**config.mk**
```make
export PLATFORM = sky130hd
export DESIGN_NAME = nibble_loop_sequencer
export DESIGN_NICKNAME = d
export VERILOG_FILES = /design/src/rtl/nibble_loop_sequencer_pkg.sv /design/src/rtl/nibble_loop_sequencer_seq_watchdog.sv /design/src/rtl/nibble_loop_sequencer.sv
export SDC_FILE = /design/constraint.sdc
export NUM_CORES = 1
export LEC_CHECK = 0
export CORE_AREA = 2 2 140 142
export DETAILED_ROUTE_END_ITERATION = 10
export DIE_AREA = 0 0 142 144
export PLACE_DENSITY = 0.53
export SYNTH_ARGS = -nofsm -noshare
export SYNTH_HDL_FRONTEND = slang
export SYNTH_SLANG_ARGS = --single-unit
```
**constraint.sdc**
```tcl
create_clock -name clk -period 3.8 [get_ports clk]
set_clock_uncertainty 0.2 [all_clocks]
set_input_delay 0.38 -clock clk [delete_from_list [all_inputs] [get_ports clk]]
set_output_delay 0.38 -clock clk [all_outputs]
set_load 0.01 [all_outputs]
```
**src/rtl/nibble_loop_sequencer_pkg.sv**
```systemverilog
// Shared types for the nibble-serial ALU loop and its upstream sequencer.
package nibble_loop_sequencer_pkg;

    typedef enum logic [1:0] {
        ADD   = 2'd0,
        SUB   = 2'd1,
        RSHFT = 2'd2,
        PASS  = 2'd3
    } AluCmd;

    typedef struct packed {
        AluCmd cmd;
        logic  carry_in;
    } AluCtrl;

    typedef enum logic [2:0] {
        IDLE  = 3'd0,
        ARM   = 3'd1,
        RUN   = 3'd2,
        DRAIN = 3'd3,
        DONE  = 3'd4
    } SeqState;

    localparam int NIBBLES_PER_WORD = 8;

    // The loop advances only while the sequencer is running or draining its last nibble.
    function automatic logic seq_drives_loop(input SeqState s);
        return (s == RUN) || (s == DRAIN);
    endfunction

endpackage

```
**src/rtl/nibble_loop_sequencer_seq_watchdog.sv**
```systemverilog
// RUN-cycle watchdog: counts RUN cycles since ARM and flags the cycle the limit is hit.
module seq_watchdog #(
    parameter int TIMEOUT_CYCLES = 16
) (
    input  logic clk,
    input  logic rst,
    input  logic i_clear,
    input  logic i_run,
    output logic o_expired
);

    logic [4:0] r_count;

    // Saturating RUN-cycle counter, cleared on every ARM.
    always_ff @(posedge clk) begin
        if (rst) begin
            r_count <= 5'd0;
        end else if (i_clear) begin
            r_count <= 5'd0;
        end else if (i_run && (r_count != 5'd31)) begin
            r_count <= r_count + 5'd1;
        end else begin
            r_count <= r_count;
        end
    end

    assign o_expired = i_run && (r_count == 5'(TIMEOUT_CYCLES - 1));

endmodule

```
**src/rtl/nibble_loop_sequencer.sv**
```systemverilog
// Word-level request/response front end for the nibble-serial ALU loop.
// Optional RUN watchdog enabled by defining NIBBLE_SEQ_TIMEOUT_EN.
module nibble_loop_sequencer
    import nibble_loop_sequencer_pkg::*;
#(
    parameter int TIMEOUT_CYCLES = 16
) (
    input  logic        clk,
    input  logic        rst,
    input  logic        req_valid,
    output logic        req_ready,
    input  AluCmd       req_cmd,
    input  logic [31:0] req_word1,
    input  logic [31:0] req_word2,
    output logic        resp_valid,
    input  logic        resp_ready,
    output logic [31:0] resp_result,
    output logic        resp_error,
    output logic        loop_perm,
    output AluCtrl      loop_ctrl,
    output logic [31:0] loop_word1,
    output logic [31:0] loop_word2,
    input  logic        loop_busy,
    input  logic [31:0] loop_result
);

    SeqState     r_state;
    SeqState     w_next_state;
    logic        w_accept;
    logic        w_timeout;
    logic        r_run_first;
    logic        r_req_ready;
    logic        r_resp_valid;
    logic        r_loop_perm;
    logic [31:0] r_resp_result;
    AluCtrl      r_loop_ctrl;
    logic [31:0] r_loop_word1;
    logic [31:0] r_loop_word2;

`ifdef NIBBLE_SEQ_TIMEOUT_EN
    logic w_wd_expired;
    logic r_resp_error;

    seq_watchdog #(
        .TIMEOUT_CYCLES(TIMEOUT_CYCLES)
    ) u_watchdog (
        .clk       (clk),
        .rst       (rst),
        .i_clear   (r_state == ARM),
        .i_run     (r_state == RUN),
        .o_expired (w_wd_expired)
    );

    assign w_timeout = w_wd_expired && loop_busy;

    // Error flag set by an abort and held until the response is taken.
    always_ff @(posedge clk) begin
        if (rst) begin
            r_resp_error <= 1'b0;
        end else if (w_timeout) begin
            r_resp_error <= 1'b1;
        end else if ((r_state == DONE) && resp_ready) begin
            r_resp_error <= 1'b0;
        end else begin
            r_resp_error <= r_resp_error;
        end
    end

    assign resp_error = r_resp_error;
`else
    assign w_timeout  = 1'b0;
    assign resp_error = 1'b0;
`endif

    // Next-state logic; the first RUN cycle never looks at loop_busy.
    always_comb begin
        w_next_state = r_state;
        w_accept     = 1'b0;
        case (r_state)
            IDLE: begin
                if (req_valid) begin
                    w_next_state = ARM;
                    w_accept     = 1'b1;
                end else begin
                    w_next_state = IDLE;
                end
            end
            ARM:   w_next_state = RUN;
            RUN: begin
                if (w_timeout) begin
                    w_next_state = DONE;
                end else if (r_run_first || loop_busy) begin
                    w_next_state = RUN;
                end else begin
                    w_next_state = DRAIN;
                end
            end
            DRAIN: w_next_state = DONE;
            DONE: begin
                if (resp_ready) begin
                    w_next_state = IDLE;
                end else begin
                    w_next_state = DONE;
                end
            end
            default: w_next_state = IDLE;
        endcase
    end

    // State register and control outputs, decoded from the next state so they are registered.
    always_ff @(posedge clk) begin
        if (rst) begin
            r_state      <= IDLE;
            r_run_first  <= 1'b0;
            r_req_ready  <= 1'b1;
            r_resp_valid <= 1'b0;
            r_loop_perm  <= 1'b0;
        end else begin
            r_state      <= w_next_state;
            r_run_first  <= (r_state == ARM);
            r_req_ready  <= (w_next_state == IDLE);
            r_resp_valid <= (w_next_state == DONE);
            r_loop_perm  <= seq_drives_loop(w_next_state);
        end
    end

    // Operand/command latch at accept and result capture at the end of DRAIN.
    always_ff @(posedge clk) begin
        if (rst) begin
            r_loop_ctrl   <= AluCtrl'(3'd0);
            r_loop_word1  <= 32'd0;
            r_loop_word2  <= 32'd0;
            r_resp_result <= 32'd0;
        end else begin
            if (w_accept) begin
                r_loop_ctrl.cmd      <= req_cmd;
                r_loop_ctrl.carry_in <= 1'b0;
                r_loop_word1         <= req_word1;
                r_loop_word2         <= req_word2;
            end
            if (r_state == DRAIN) begin
                r_resp_result <= loop_result;
            end else if (w_timeout) begin
                r_resp_result <= 32'd0;
            end
        end
    end

    assign req_ready   = r_req_ready;
    assign resp_valid  = r_resp_valid;
    assign resp_result = r_resp_result;
    assign loop_perm   = r_loop_perm;
    assign loop_ctrl   = r_loop_ctrl;
    assign loop_word1  = r_loop_word1;
    assign loop_word2  = r_loop_word2;

endmodule
```
## Word-level counts from Yosys, hierarchy flattened

Index checks and enable logic that the tools add are counted.

| operators by class | value |
|---|---|
| equality and inequality tests | 7 |
| reduce and logical (&&, ||, !) cells | 4 |
| mux-type cells | 6 |

Operators by type and width:

| operator | number |
|---|---|
| one-hot mux 3 bit (5 select lines) | 1 |
| == test 3 x 2 -> 1 bit (second input constant) | 4 |
| == test 3 bit (second input constant) | 2 |
| zero test 3 bit | 2 |
| 2-to-1 mux 1 bit | 4 |
| == test 3 x 1 -> 1 bit (second input constant) | 1 |
| 2-to-1 mux 3 bit | 1 |
| logical OR 1 bit | 2 |

| storage, ports and cells | value |
|---|---|
| logic and storage cells | 26 |
| register bits after elaboration | 105 |
| output and inout bits | 103 |

## Depth between registers and ports, before layout

Gate-level depths: netlist (run 1).

| depth | value |
|---|---|
| word-level depth | 5 |
| gate-level depth with buffers | 5 |
| mapped depth without buffers | 2 |

## Worst setup path before layout (run 1)

Ideal clock, no wire load.

| path | value |
|---|---|
| path kind | register -> register |
| start point | register r_state[2] |
| end point | register r_loop_ctrl (netlist bit loop_ctrl[1]) |
| required time | 3.528 ns |
| clock period less this slack | 1.548 ns |
| data arrival time | 1.277 ns |
| slack | 2.252 ns |
| stages on the path, launching flop included | 6 |
| buffers on the path | 3 |
| cells stage by stage | dfxtp_1 buf_2 nor4b_4 buf_6 buf_8 mux2i_1 |

| between the ends | value |
|---|---|
| word-level cells in the longest chain between the ends | 2 |

RTL lines:

| what | RTL line | source |
|---|---|---|
| from (decl) | nibble_loop_sequencer.sv:27 | `SeqState r_state;` |
| from (signal assigned) | nibble_loop_sequencer.sv:119 | `r_state <= w_next_state;` |
| zero test 3 bit | nibble_loop_sequencer.sv:79 | `case (r_state)` |
| 2-to-1 mux 1 bit | nibble_loop_sequencer.sv:79 |  |
| to (signal assigned) | nibble_loop_sequencer.sv:130 | `r_loop_ctrl <= AluCtrl'(3'd0);` |
| to (decl) | nibble_loop_sequencer.sv:36 | `AluCtrl r_loop_ctrl;` |

No other way between the ends.
A chain may end at the register's enable or synchronous reset.

## Final worst setup path (run 1)

| path | value |
|---|---|
| start point | register r_state[1] |
| end point | register r_resp_result[19] (netlist: resp_result[19]) |

| between the ends | value |
|---|---|
| word-level cells in the longest chain between the ends | 1 |

RTL lines:

| what | RTL line | source |
|---|---|---|
| == test 3 x 2 -> 1 bit | nibble_loop_sequencer.sv:141 | `if (r_state == DRAIN) begin` |
| to (signal assigned) | nibble_loop_sequencer.sv:142 | `r_resp_result <= loop_result;` |
| to (decl) | nibble_loop_sequencer.sv:35 | `logic [31:0] r_resp_result;` |

No other way between the ends.

==> out/results.ini, run 1 <==
[synth]
ys_seq_area_frac=0.449
avgSynthCellArea_um2=10.3
synth_area_leader_cell=dfxtp_1
yosysMostFrequentCell=nand2b_1
async_reset_ff_frac=0
synth_edf_count=0
yosys-top-cells-count=nand2b_1 (197), dfxtp_1 (105), mux2i_1 (98)
ys_top_cells_by_area=dfxtp_1 (45%), nand2b_1 (26%), mux2i_1 (21%)
ys_warn_count=0
synthCells=453
ys.flop_type=dfxtp_1
ys_seq_elements=105
synth_area_um2=4680
synth.distinct_cells=20
yosys.area.top_type_share=0.449

[finish]
stdcell_count=876
postLayoutCoreUtil=0.377
multi_input_area_um2=2350
seqCellArea_um2=2100
n_antenna_cell=0
drive_above_1_share=0.0376
fillers=1895
nNetsFinal=736
areaGrowthSynthToFinish_pct=53.8

[detailed_routing]
postRouteWirelength_um=11800
drc_errors=0
drt_iter0_drc=90
drtPass1Iterations=4
vias_per_cell=4.11
dr_total_vias=3599
highest_layer=met4
m1WireLength_um=5170
wl_met3_um=784
ant_nets=0
wl_per_cell_um=13.5
wl_met2_um=5670

[die]
start_util=0.245
coreArea_um2=19100
rows=51
die-area_um2=20400
pin_count=206
fp.dieH_um=144
die_w_um=142

[setup_path]
arrival_ns=2.10
worstRegToRegCells=2
end_kind=flip-flop
timing.rr.end=resp_result[19]
cp.required_ns=3.86
critical_path_class=reg2reg
r2r_setup_slack_ns=1.76
crit_path_cell_trace=and3b_2 -> mux2i_1
cp_max_fo=34
reg2reg_from=r_state[1]
cpPeakStageDelay_ns=0.94
crit_slowest_cell=and3b_2
worstSetupStartpointType=flip-flop

[clock_network]
clk_path_buf_depth=2
post_cts.repair.setup_buffers=0
cts_tree=built
clock_latency_ns=0.33
cts_buffers=9
holdBufCountCts=0
cts.reportedPaths.clkPinSlew_ns=0.07
cts_sinks=105
clockRootBuffer=clkbuf_16
ctsHtreeMaxLevel=3
cts_resized=0

[power_and_ir_drop]
ir_drop_v=0.000237
power.density_nw_per_um2=404
total_leakage_power_nw=2.60

[place]
numPortBuffers=203
dp_hpwl_um=8150
place_ws_ns=1.59
place_congestion=0.743
place_inst=860

[flow_run]
maxCapViolCount=0

[sta]
slew-limit-headroom=0.310
timing.setup.tns_ns=0
setup_viol=0
final-hold-violation-count=0
finalMaxSlewViolations=0
rsz0062_at_grt=false
fmax_mhz=490
post-route-period-util=0.537
worstMarginPinSlew_ns=1.04
layout_setup_ws_ns=1.76
finalCriticalPeriod_ns=2.04

[hold_path]
min_from=resp_result[16]
min_to=resp_result[16]
whs_path_depth=2
hp-class=reg2reg

[outcome]
status=completed

[grt]
grt.overflow.total=0
grt_max_degree=108
grt_pass1_wl_um=18300
grt_pass1_vias=3689
grt.total_usage=0.113
antenna_found_initial=0

## per-layer routing
metal	vias up	GRT usage
met4	0	0.0389
met5	-	0
met3	13	0.0394
met1	1654	0.131
met2	122	0.195
li1	1810	-
## power breakdown
group | total, W | switching, W | leakage, nW | internal [W]
sequential | 0.00123 | 0.0000509 | 0.858 | 0.00118
combinational | 0.000561 | 0.000212 | 1.57 | 0.000349
clock | 0.00111 | 0.000415 | 0.175 | 0.000699
## layout by cell type (no fill, tap or decap), types with 2 or more instances in the layout
| master | count |
|---|---|
| conb_1 | 2 |
| clkbuf_16 | 9 |
| nor4b_1 | 2 |
| bufinv_16 | 3 |
| dfxtp_1 | 105 |
| mux2i_1 | 98 |
| nand2b_1 | 197 |
| clkbuf_8 | 3 |
| buf_4 | 2 |
| clkdlybuf4s50_1 | 202 |
| buf_12 | 2 |
| nor3_1 | 2 |
| o21ba_2 | 2 |
## cells by family after synthesis
logic type | synth area share
mux | 0.210
compound gates | 0.00829
xor+xnor | 0.00187
buf+inv | 0.0490
simple gates | 0.281
flops | 0.449
other cells | 0.000802
## state kept, by name (all words and copies together) (netlist names)
register	count
loop_ctrl	2
loop_perm	1
loop_word1	32
loop_word2	32
r_run_first	1
r_state	3
req_ready	1
resp_result	32
resp_valid	1
## layout make-up
cell class                      count  area share
Clock inverter                      4      0.0136
Tap cell                          238      0.0414
Clock buffer                       12      0.0371
Timing Repair Buffer              206       0.289
Sequential cell                   105       0.292
Multi-Input combinational cell    311       0.327
## critical path: cells and delay by family, from the launching register on
| kind | cells | cell delay [ns] |
|---|---|---|
| multiplexers | 1 | 0.28 |
| AND/OR/NAND/NOR | 1 | 0.94 |
| flip-flops | 1 | 0.52 |
## worst max path at each step
stage / startpoint / depth (start not counted) / end
2_1_floorplan: r_state[2] / 5 / loop_ctrl[1]
3_3_place_gp: req_valid / 4 / loop_word1[24]
3_5_place_dp: req_valid / 4 / loop_word2[0]
4_1_cts: r_state[1] / 2 / resp_result[19]
5_1_grt: r_state[1] / 2 / resp_result[6]
6_report: r_state[1] / 2 / resp_result[19]
## per-stage QoR
step	hold slack (ns)	total power, W	area (µm²)
4_1_cts	0.277	0.00298	7190
6_report	0.271	0.00291	7190
5_1_grt	0.288	0.00305	7190
3_5_place_dp	0.263	0.00183	6830
2_1_floorplan	0.286	0.00154	4680
3_3_place_gp	0.258	0.00182	6830
No activity file was read; power rests on OpenSTA's default activity.
==> run 2, diff against run 1 <==
Clock period 3.8 ns to 2 ns, I/O delays scaled along.
==> out/results.ini, run 2 (synthesized netlist as in run 1, its figures left out) <==
[setup_path]
cp.required_ns=2.07  ; was 3.86 ns
r2r_setup_slack_ns=0.33  ; was 1.76 ns
worstSetupStartpointType=flip-flop  ; unchanged
end_kind=flip-flop  ; unchanged
arrival_ns=1.75  ; was 2.10 ns
cp_max_fo=13  ; was 34
critical_path_class=reg2reg  ; unchanged

[finish]
final_cell_mix=clkdlybuf4s50_1 (202), nand2b_1 (197), dfxtp_1 (105)  ; unchanged
n_antenna_cell=0  ; unchanged
drive_above_1_share=0.0525  ; was 0.0376
areaGrowthSynthToFinish_pct=56.3  ; was 53.8%
nNetsFinal=746  ; was 736
final_common_cell=clkdlybuf4s50_1  ; unchanged

[sta]
rsz0062_at_grt=false  ; unchanged
layout_setup_ws_ns=0.326  ; was 1.76 ns
final-hold-violation-count=0  ; unchanged
timing.setup.tns_ns=0  ; unchanged
worstMarginPinSlew_ns=0.547  ; was 1.04 ns
finalMaxSlewViolations=0  ; unchanged
setup_viol=0  ; unchanged
finalCriticalPeriod_ns=1.67  ; was 2.04 ns
slew-limit-headroom=0.635  ; was 0.310
fmax_mhz=597  ; was 490 MHz
post-route-period-util=0.837  ; was 0.537

[clock_network]
cts_buffers=9  ; unchanged
cts_resized=0  ; unchanged
ctsHtreeMaxLevel=3  ; unchanged
clk_path_buf_depth=2  ; unchanged
clockRootBuffer=clkbuf_16  ; unchanged
post_cts.repair.setup_buffers=0  ; unchanged
cts_sinks=105  ; unchanged
clock_latency_ns=0.34  ; was 0.33 ns
cts_tree=built  ; unchanged
cts.reportedPaths.clkPinSlew_ns=0.08  ; was 0.07 ns
holdBufCountCts=0  ; unchanged

[detailed_routing]
dr_total_vias=3628  ; was 3599
vias_per_cell=4.09  ; was 4.11
ant_nets=0  ; unchanged
drc_errors=0  ; unchanged
drt_iter0_drc=80  ; was 90
wl_per_cell_um=13.4  ; was 13.5 µm
postRouteWirelength_um=11900  ; was 11800 µm
drtPass1Iterations=4  ; unchanged

[flow_run]
maxCapViolCount=0  ; unchanged

[die]
die-area_um2=20400  ; unchanged
pin_count=206  ; unchanged
die_w_um=142  ; unchanged
fp.dieH_um=144  ; unchanged
coreArea_um2=19100  ; unchanged
start_util=0.245  ; unchanged
rows=51  ; unchanged

[hold_path]
hp-class=in2reg  ; was reg2reg

[power_and_ir_drop]
power.density_nw_per_um2=749  ; was 404 nW/µm²
total_leakage_power_nw=2.66  ; was 2.60 nW
ir_drop_v=0.000361  ; was 0.000237 V

[place]
place_congestion=0.770  ; was 0.743
dp_hpwl_um=8740  ; was 8150 µm
numPortBuffers=203  ; unchanged
place_ws_ns=0.0708  ; was 1.59 ns

[grt]
grt_pass1_wl_um=18700  ; was 18300 µm
grt_pass1_vias=3763  ; was 3689
grt.total_usage=0.116  ; was 0.113
grt_max_degree=71  ; was 108
antenna_found_initial=0  ; unchanged
grt.overflow.total=0  ; unchanged

[outcome]
status=completed  ; unchanged

==> run 2: worst max-delay path, cell delays in order, from the launching register on <==
cell and delay [ns]:
dfxtp_1 0.41, nor4b_4 0.37, buf_12 0.22, buf_12 0.17, mux2i_1 0.21
==> run 2: power by group <==
group          leakage, nW  internal, W  switching [W]
combinational         1.64     0.000720       0.000415
sequential           0.858      0.00225      0.0000987
clock                0.164      0.00115       0.000848
total                 2.66      0.00412        0.00136
==> run 2: layout make-up <==
type                    instances  area, µm²
clock inverters                 6       95.1
flip-flops and latches        105       2100
multi-input cells             311       2350
fillers                      1906      11800
well taps                     238        298
repair buffers                216       2230
clock buffers                  10        239
==> run 2: stage by stage <==
step	instances	utilization	area, µm²	total power [W]	hold WS [ns]
after floorplan	454	-	4680	0.00292	0.155
after global placement	870	0.366	6980	0.00353	0.258
after detailed placement	870	0.366	6980	0.00354	0.264
after CTS	886	0.383	7310	0.00559	0.193
after global routing	886	0.383	7310	0.00575	0.218
final	886	0.383	7310	0.00548	0.215
==> run 2: path summary, 6_finish.rpt <==
kind | from | end | cells after the start
max | r_state[1] | loop_word2[12] | 4
min | req_word2[26] | loop_word2[26] | 3
max reg2reg | r_state[1] | loop_word2[12] | 4
min reg2reg | loop_word1[3] | loop_word1[3] | 2
==> run 2: layer usage <==
metal  wire length [µm]  GRT usage  up-vias
met5                  0          0        -
met2               5750      0.198      125
li1                   -          -     1835
met3                802     0.0361        9
met4                168     0.0411        0
met1               5160      0.138     1659
==> run 3, diff against run 2 <==
Settings changed: PLACE_DENSITY 0.53 to 0.55.
Clock period 2 ns to 1.4 ns, I/O delays scaled along.
==> out/results.ini, run 3 (synthesized netlist as in run 1, its figures left out) <==
[grt]
grt_pass1_vias=3836  ; was 3763
antenna_found_initial=0  ; unchanged
grt.overflow.total=0  ; unchanged
grt_pass1_wl_um=19800  ; was 18700 µm
grt.total_usage=0.123  ; was 0.116
grt_max_degree=95  ; was 71

[clock_network]
cts_tree=built  ; unchanged
cts_buffers=9  ; unchanged
cts_sinks=105  ; unchanged
cts.reportedPaths.clkPinSlew_ns=0.07  ; was 0.08 ns
clockRootBuffer=clkbuf_16  ; unchanged
clk_path_buf_depth=2  ; unchanged
clock_latency_ns=0.34  ; about the same
ctsHtreeMaxLevel=3  ; unchanged

[detailed_routing]
drt_iter0_drc=84  ; was 80
vias_per_cell=4.09  ; about the same
drc_errors=0  ; unchanged
wl_per_cell_um=14.1  ; was 13.4 µm
dr_total_vias=3709  ; was 3628
ant_nets=0  ; unchanged
postRouteWirelength_um=12800  ; was 11900 µm
drtPass1Iterations=4  ; unchanged

[power_and_ir_drop]
ir_drop_v=0.000524  ; was 0.000361 V
power.density_nw_per_um2=1010  ; was 749 nW/µm²
total_leakage_power_nw=3.19  ; was 2.66 nW

[setup_path]
r2r_setup_slack_ns=-0.15  ; was 0.33 ns
cp.required_ns=1.47  ; was 2.07 ns
worstSetupStartpointType=flip-flop  ; unchanged
end_kind=flip-flop  ; unchanged
crit_slowest_cell=dfxtp_4  ; was dfxtp_1
critical_path_class=reg2reg  ; unchanged
crit_top_cell=buf_12  ; unchanged
cp_max_fo=17  ; was 13
crit_path_cell_trace=nor4b_4 -> buf_12 -> buf_12 -> mux2i_1  ; unchanged
crit_buf_inv=2  ; unchanged
cpLargestDelayFamily=flip-flops  ; unchanged
cpPeakStageDelay_ns=0.37  ; was 0.41 ns
arrival_ns=1.62  ; was 1.75 ns

[flow_run]
maxCapViolCount=0  ; unchanged

[sta]
setup_viol=101  ; was 0
final-hold-violation-count=0  ; unchanged
post-route-period-util=1.11  ; was 0.837
layout_setup_ws_ns=-0.147  ; was 0.326 ns
rsz0062_at_grt=true  ; was false
finalCriticalPeriod_ns=1.55  ; was 1.67 ns
fmax_mhz=646  ; was 597 MHz
timing.setup.tns_ns=-9.90  ; was 0 ns
finalMaxSlewViolations=0  ; unchanged

[die]
coreArea_um2=19100  ; unchanged
rows=51  ; unchanged
die-area_um2=20400  ; unchanged
pin_count=206  ; unchanged
die_w_um=142  ; unchanged
fp.dieH_um=144  ; unchanged
start_util=0.245  ; unchanged

[finish]
nNetsFinal=767  ; was 746
final_cell_mix=nand2b_1 (197), dfxtp_1 (103), clkdlybuf4s50_1 (101), dlygate4sd2_1 (101), mux2i_1 (98)  ; was clkdlybuf4s50_1 (202), nand2b_1 (197), dfxtp_1 (105)
final_common_cell=nand2b_1  ; was clkdlybuf4s50_1
areaGrowthSynthToFinish_pct=58.6  ; was 56.3%
n_antenna_cell=0  ; unchanged
drive_above_1_share=0.0807  ; was 0.0525

[outcome]
failed_checks=negative setup slack
status=finished, violations left  ; was completed

[place]
place_congestion=0.731  ; was 0.770
dp_hpwl_um=8870  ; was 8740 µm
place_ws_ns=-0.364  ; was 0.0708 ns
numPortBuffers=203  ; unchanged

[hold_path]
hp-class=in2reg  ; unchanged

-- run 3: cell types whose count changed in the layout (fill, tap and decap cells not counted), moves of 3 or more --
| cell | before | now |
|---|---|---|
| clkdlybuf4s50_1 | 202 | 101 |
| inv_6 | 4 | 0 |
| dlygate4sd2_1 | 0 | 101 |
| buf_6 | 0 | 3 |
| clkinvlp_4 | 0 | 3 |
| buf_4 | 6 | 18 |
| buf_16 | 0 | 3 |
-- run 3: metal layers --
layer  wire (µm)  GRT usage
met5           0          0
met1        5730      0.152
met2        5860      0.199
met3         955     0.0417
met4         223     0.0479
-- run 3: cell type report --
type,count,area (µm²)
flip-flops and latches,105,2110
well taps,238,298
fillers,1913,11700
clock inverters,4,52.6
multi-input cells,311,2370
repair buffers,237,2350
clock buffers,12,246
-- run 3: worst paths after layout --
kind            startpoint        endpoint  cells after the start
min reg2reg  loop_word1[8]   loop_word1[8]                      2
min          req_word2[10]  loop_word2[10]                      3
max reg2reg     r_state[1]    loop_ctrl[2]                      4
max             r_state[1]    loop_ctrl[2]                      4
-- run 3: stage by stage --
step	cell area (µm²)	total power, W	hold slack, ns	util	instances
global route	7420	0.00788	0.164	0.389	907
floorplan	4700	0.00418	0.0953	-	454
CTS	7430	0.00765	0.136	0.389	908
global placement	7030	0.00505	0.257	0.368	880
finish	7420	0.00749	0.156	0.389	907
detailed placement	7030	0.00509	0.264	0.368	880
-- run 3: report_power, final --
part           switching [W]  internal, W  leakage [nW]
combinational       0.000634     0.000947          2.20
clock                0.00114      0.00144         0.135
sequential          0.000122      0.00321         0.859
total                0.00190      0.00560          3.19
-- run 3: worst reg2reg max path: stages, from the launching register on --
cell and delay [ns]:
dfxtp_4 0.37, nor4b_4 0.32, buf_12 0.19, buf_12 0.18, mux2i_1 0.21
-- run 3: what timing repair did --
action,CTS,global route
resized for setup,116,1
setup endpoints to repair,203,102
buffers inserted,6,0
cloned,4,1
hold buffers,2,0
pin swaps,2,0
hold endpoints to repair,5,0
